**src/rtl/pcie_tlp_pkg.sv**
```systemverilog
// Shared TLP header field definitions, type/link codes and the header DW slicing helper.
package pcie_tlp_pkg;

  localparam int FMT_MSB  = 31;
  localparam int FMT_LSB  = 29;
  localparam int TYPE_MSB = 28;
  localparam int TYPE_LSB = 24;

  typedef logic [2:0] tlp_fmt_t;
  typedef logic [4:0] tlp_type_t;
  typedef logic [2:0] link_t;

  localparam tlp_type_t TYPE_MEM   = 5'b00000;
  localparam tlp_type_t TYPE_MEMLK = 5'b00001;
  localparam tlp_type_t TYPE_IO    = 5'b00010;
  localparam tlp_type_t TYPE_CFG0  = 5'b00100;
  localparam tlp_type_t TYPE_CFG1  = 5'b00101;

  localparam link_t LINK_CFG  = 3'd1;
  localparam link_t LINK_IO   = 3'd2;
  localparam link_t LINK_MEM3 = 3'd3;
  localparam link_t LINK_MEM4 = 3'd4;

  typedef enum logic {ST_IDLE, ST_HOLD} sorter_state_t;

  function automatic logic [31:0] get_dw(input logic [127:0] hdr, input logic [1:0] idx);
    return hdr[{idx, 5'b00000} +: 32];
  endfunction

endpackage

```
**src/rtl/tlp_route_decode.sv**
```systemverilog
// Combinational Fmt/Type decode: header length and destination link.
module tlp_route_decode
  import pcie_tlp_pkg::*;
#(
  parameter int LINK_NUMBER = 0
) (
  input  logic [2:0] fmt,
  input  logic [4:0] tlp_type,
  output logic       is_4dw,
  output logic [2:0] link_destination
);

  localparam link_t DEFAULT_LINK = link_t'(LINK_NUMBER);

  assign is_4dw = fmt[0];

  always_comb begin
    link_destination = DEFAULT_LINK;
    if (tlp_type == TYPE_CFG0 || tlp_type == TYPE_CFG1)
      link_destination = LINK_CFG;
    else if (tlp_type == TYPE_IO)
      link_destination = LINK_IO;
    else if (tlp_type == TYPE_MEM || tlp_type == TYPE_MEMLK)
      link_destination = is_4dw ? LINK_MEM4 : LINK_MEM3;
  end

endmodule

```
**src/rtl/pcie_header_sorter.sv**
```systemverilog
// Captures one TLP header plus first payload DW, reorders it for the ILR and holds it until next_ready.
//   state   | meaning
//   ST_IDLE | waiting for a non-zero header; captures it on the next edge
//   ST_HOLD | outputs frozen, new headers dropped, leaves on next_ready
module pcie_header_sorter
  import pcie_tlp_pkg::*;
#(
  parameter int LINK_NUMBER = 0,
  parameter int DATA_WIDTH  = 64
) (
  input  logic         clk,
  input  logic         rst,
  input  logic [127:0] in_data_header,
  input  logic [31:0]  in_data_payload,
  input  logic         next_ready,
  output logic [95:0]  sorted_header,
  output logic [31:0]  pass_through_payload,
  output logic [2:0]   link_destination
);

  if (DATA_WIDTH < 32) begin : g_bad_width
    $error("pcie_header_sorter: DATA_WIDTH must be >= 32");
  end

  sorter_state_t state;
  logic [31:0]   dw0, dw1, dw2, dw3;
  logic          hdr_present;
  logic          is_4dw;
  logic [2:0]    link_next;

  assign dw0 = get_dw(in_data_header, 2'd0);
  assign dw1 = get_dw(in_data_header, 2'd1);
  assign dw2 = get_dw(in_data_header, 2'd2);
  assign dw3 = get_dw(in_data_header, 2'd3);

  // DW3 is excluded so a stray upper word on an idle bus is not taken as a header
  assign hdr_present = |in_data_header[95:0];

  tlp_route_decode #(
    .LINK_NUMBER(LINK_NUMBER)
  ) u_route_decode (
    .fmt              (dw0[FMT_MSB:FMT_LSB]),
    .tlp_type         (dw0[TYPE_MSB:TYPE_LSB]),
    .is_4dw           (is_4dw),
    .link_destination (link_next)
  );

  always_ff @(posedge clk) begin
    if (rst) begin
      state                <= ST_IDLE;
      sorted_header        <= '0;
      pass_through_payload <= '0;
      link_destination     <= '0;
    end else begin
      case (state)
        ST_IDLE: begin
          if (hdr_present) begin
            sorted_header        <= is_4dw ? {dw1, dw3, dw0} : {dw1, dw2, dw0};
            pass_through_payload <= in_data_payload;
            link_destination     <= link_next;
            state                <= ST_HOLD;
          end
        end
        ST_HOLD: begin
          if (next_ready) state <= ST_IDLE;
        end
        default: state <= ST_IDLE;
      endcase
    end
  end

endmodule

```
**config.mk**
```make
export PLATFORM = sky130hd
export DESIGN_NAME = pcie_header_sorter
export DESIGN_NICKNAME = d
export VERILOG_FILES = /design/src/rtl/pcie_tlp_pkg.sv /design/src/rtl/tlp_route_decode.sv /design/src/rtl/pcie_header_sorter.sv
export SDC_FILE = /design/constraint.sdc
export NUM_CORES = 1
export LEC_CHECK = 0
export CORE_UTILIZATION = 35
export CTS_BUF_LIST = sky130_fd_sc_hd__clkbuf_4 sky130_fd_sc_hd__clkbuf_8 sky130_fd_sc_hd__clkbuf_16
export DETAILED_ROUTE_END_ITERATION = 7
export GPL_TIMING_DRIVEN = 1
export PLACE_DENSITY = 0.75
export REMOVE_ABC_BUFFERS = 1
export SLEW_MARGIN = 25
export SYNTH_ARGS = -nofsm -noshare
export SYNTH_HDL_FRONTEND = slang
export SYNTH_SLANG_ARGS = --single-unit
```
**constraint.sdc**
```tcl
create_clock -name clk -period 6 [get_ports clk]
set_input_delay 1.2 -clock clk [delete_from_list [all_inputs] [get_ports clk]]
set_output_delay 1.2 -clock clk [all_outputs]
set_load 0.01 [all_outputs]
```
==> impl_metrics.py <==
metrics = {
    "routing": {
        "drc": 0,
        "drtIter0Drc": 170,
        "dr.pass1.iters": 4,
        "drt_wl_total_mm": 17.6,
        "vias": 5347,
        "wl_per_cell_um": 15.2,
        "drt-vias-per-instance": 4.62,
        "ant_nets": 0,
    },
    "clock_network": {
        "cts_tree": "done",
        "path_clk_slew_ps": 60,
        "cts_root_buf": "clkbuf_16",
        "clockBufferDepth": 2,
        "cts_sinks": 132,
        "cts_max_level": 4,
        "insertion_delay_ps": 420,
        "cts.hold.buffers_added": 0,
        "numCtsBuffers": 17,
        "cts_resized": 0,
        "postCtsSetupRepairBufs": 0,
    },
    "critical_path": {
        "cp-end-kind": "flip-flop",
        "required_ps": 6300,
        "startpoint_type": "input pin",
        "worstPathArrival_ps": 4030,
        "reg2reg_depth": 6,
        "rrSetupSlack_ps": 3710,
        "crit_fanout": 34,
        "r2r-end": "pass_through_payload[27]",
        "r2r-start": "state",
        "critPathKind": "input pin to flip-flop",
    },
    "timing": {
        "setup_viol": 0,
        "grt_setup_unrepaired": "no",
        "final_max_slew_viol_count": 0,
        "slew_headroom": 0.362,
        "clock_skew_ps": 5.96,
        "setup_tns_ps": 0,
        "period_share": 0.622,
        "clock.fmax_ghz": 0.268,
        "period_minus_slack_ps": 3730,
        "finalHoldViolCount": 0,
        "timing.hold.ws_ps": 468,
        "tightest_slew_ps": 957,
    },
    "floorplanning": {
        "std_cell_rows": 49,
        "initial_core_util": 0.356,
        "dieArea_sq_mm": 0.0188,
        "die_h_um": 137,
        "die_w_um": 137,
        "pin_count": 294,
        "core_area_sq_mm": 0.0179,
    },
    "final_layout": {
        "finalInstanceArea_sq_mm": 0.00996,
        "ff_latch_area_sq_mm": 0.00264,
        "multi_input_area_sq_mm": 0.00351,
        "fillers": 1655,
        "num_antenna_cells": 0,
        "nets": 1080,
        "final_util": 0.556,
        "drive_above_1_share": 0.0496,
        "syn_to_final_growth_pct": 56.1,
    },
    "grt": {
        "antenna_found_initial": 0,
        "first_global_vias": 5118,
        "grtUsageTotal": 0.189,
        "grt_pass1_wl_mm": 26.9,
        "grt_max_degree": 186,
        "overflow": 0,
    },
    "yosys": {
        "yosys_warnings": 0,
        "synthesis.instances": 647,
        "yosysSeqAreaShare": 0.414,
        "syn_area_sq_mm": 0.00638,
        "postSynthAreaPerCell_sq_um": 9.86,
        "synth_cell_types": 23,
        "ys_ff_latch": 132,
    },
    "power": {
        "switchingPower_mw": 0.618,
        "vdd_drop_max_v": 0.000183,
        "power.density_mw_per_mm2": 242,
        "pwr-share-comb": 0.209,
        "power_mw": 2.41,
        "clkPwrFrac": 0.384,
        "p_leak_nw": 4.10,
        "swShare": 0.256,
        "power_frac_seq": 0.406,
        "p_int_mw": 1.79,
    },
    "hold_path": {
        "hold_path_end": "pass_through_payload[6]",
        "min_delay_path_depth": 2,
        "hp-start": "pass_through_payload[6]",
        "hp-class": "flip-flop to flip-flop",
    },
    "placed_design": {
        "placedInstanceArea_sq_mm": 0.00944,
        "port-buffer-count": 293,
        "dp_hpwl_mm": 12.8,
        "place.gp.congestion": 0.780,
    },
    "run_status": {
        "status": "finished clean",
    },
    "flow_run": {
        "maxCapViolations": 0,
    },
}
==> layout make-up <==
class / count / share of cell area
Clock buffer: 20 / 0.0456
Tap cell: 229 / 0.0288
Timing Repair Buffer: 299 / 0.301
Inverter: 1 / 0.000377
Multi-Input combinational cell: 466 / 0.352
Clock inverter: 10 / 0.00628
Sequential cell: 132 / 0.265
==> worst max-delay path: stages <==
cell             delay (ps)
clkdlybuf4s50_1         420
nor4_1                  500
nand4_1                 190
nor2_1                  330
a41oi_4                 140
buf_4                   320
buf_4                   330
buf_12                  220
buf_12                  190
mux2i_1                 140
==> logic make-up after synthesis <==
group,share of synthesized area
compound gates,0.00569
mux,0.262
flops,0.414
buf+inv,0.0392
simple gates,0.279
==> state kept, by name, summed over array words and instances (netlist names) <==
name	cells
sorted_header	96
pass_through_payload	32
link_destination	3
state	1
==> layout by cell type, fill, tap and decap left out, drive strengths merged <==
| cell | netlist | layout |
|---|---|---|
| a41o | 1 | 1 |
| buf | 16 | 7 |
| mux2 | 32 | 32 |
| clkinvlp | 0 | 5 |
| nor2b | 32 | 32 |
| nor4 | 26 | 26 |
| nor2 | 35 | 35 |
| dfxtp | 132 | 132 |
| clkdlybuf4s50 | 0 | 291 |
| clkbuf | 32 | 21 |
| clkinv | 0 | 5 |
| nand3b | 1 | 1 |
| mux2i | 131 | 131 |
| and4 | 1 | 1 |
| nand2b | 196 | 196 |
| inv | 1 | 1 |
| a21oi | 1 | 1 |
| o21ai | 1 | 1 |
| nand2 | 3 | 3 |
| nand4 | 4 | 4 |
| a41oi | 1 | 1 |
| o211ai | 1 | 1 |
==> layer usage <==
layer  global-route usage  wire [um]  up-vias
li1                     -          -     2697
met4               0.0812        450        0
met5                    0          0        -
met3               0.0763       1390       31
met1                0.220       7450     2426
met2                0.303       8350      193
==> power groups by stage <==
stage | clock network [mW] | logic (mW) | registers (mW)
after floorplan | 0 | 0.201 | 1.03
after global placement | 0 | 0.504 | 0.997
after detailed placement | 0 | 0.510 | 0.998
after CTS | 0.957 | 0.512 | 0.980
after global routing | 0.998 | 0.544 | 0.988
final | 0.926 | 0.505 | 0.980
==> how the worst max path moves through the flow <==
stage	slack [ps]	endpoint	from
3_3_place_gp	1880	pass_through_payload[8]	in_data_header[84]
6_report	2270	pass_through_payload[27]	in_data_header[84]
4_1_cts	2240	pass_through_payload[27]	in_data_header[84]
3_5_place_dp	1810	pass_through_payload[27]	in_data_header[84]
5_1_grt	2150	pass_through_payload[27]	in_data_header[84]
2_1_floorplan	-3540	link_destination[2]	in_data_header[59]
==> stage by stage <==
step	worst slack [ps]	cells
finish	2270	1157
global route	2150	1157
CTS	2240	1157
detailed placement	1810	1127
global placement	1880	1125
floorplan	-3540	599
==> cells in the mapped netlist (all sizes together) <==
| cell type | instances | area (sq um) |
|---|---|---|
| buf | 16 | 126 |
| nand2 | 3 | 11.3 |
| a41o | 1 | 10.0 |
| inv | 1 | 3.75 |
| a21oi | 1 | 5.00 |
| o21ai | 1 | 5.00 |
| nor4 | 26 | 169 |
| mux2i | 131 | 1310 |
| and4 | 1 | 8.76 |
| nand4 | 4 | 25.0 |
| clkbuf | 32 | 120 |
| o211ai | 1 | 7.51 |
| nand3b | 1 | 7.51 |
| nand2b | 196 | 1230 |
| nor2b | 32 | 200 |
| a41oi | 1 | 8.76 |
| nor2 | 35 | 131 |
| dfxtp | 132 | 2640 |
| mux2 | 32 | 360 |
No activity file was read; power rests on OpenSTA's default activity.
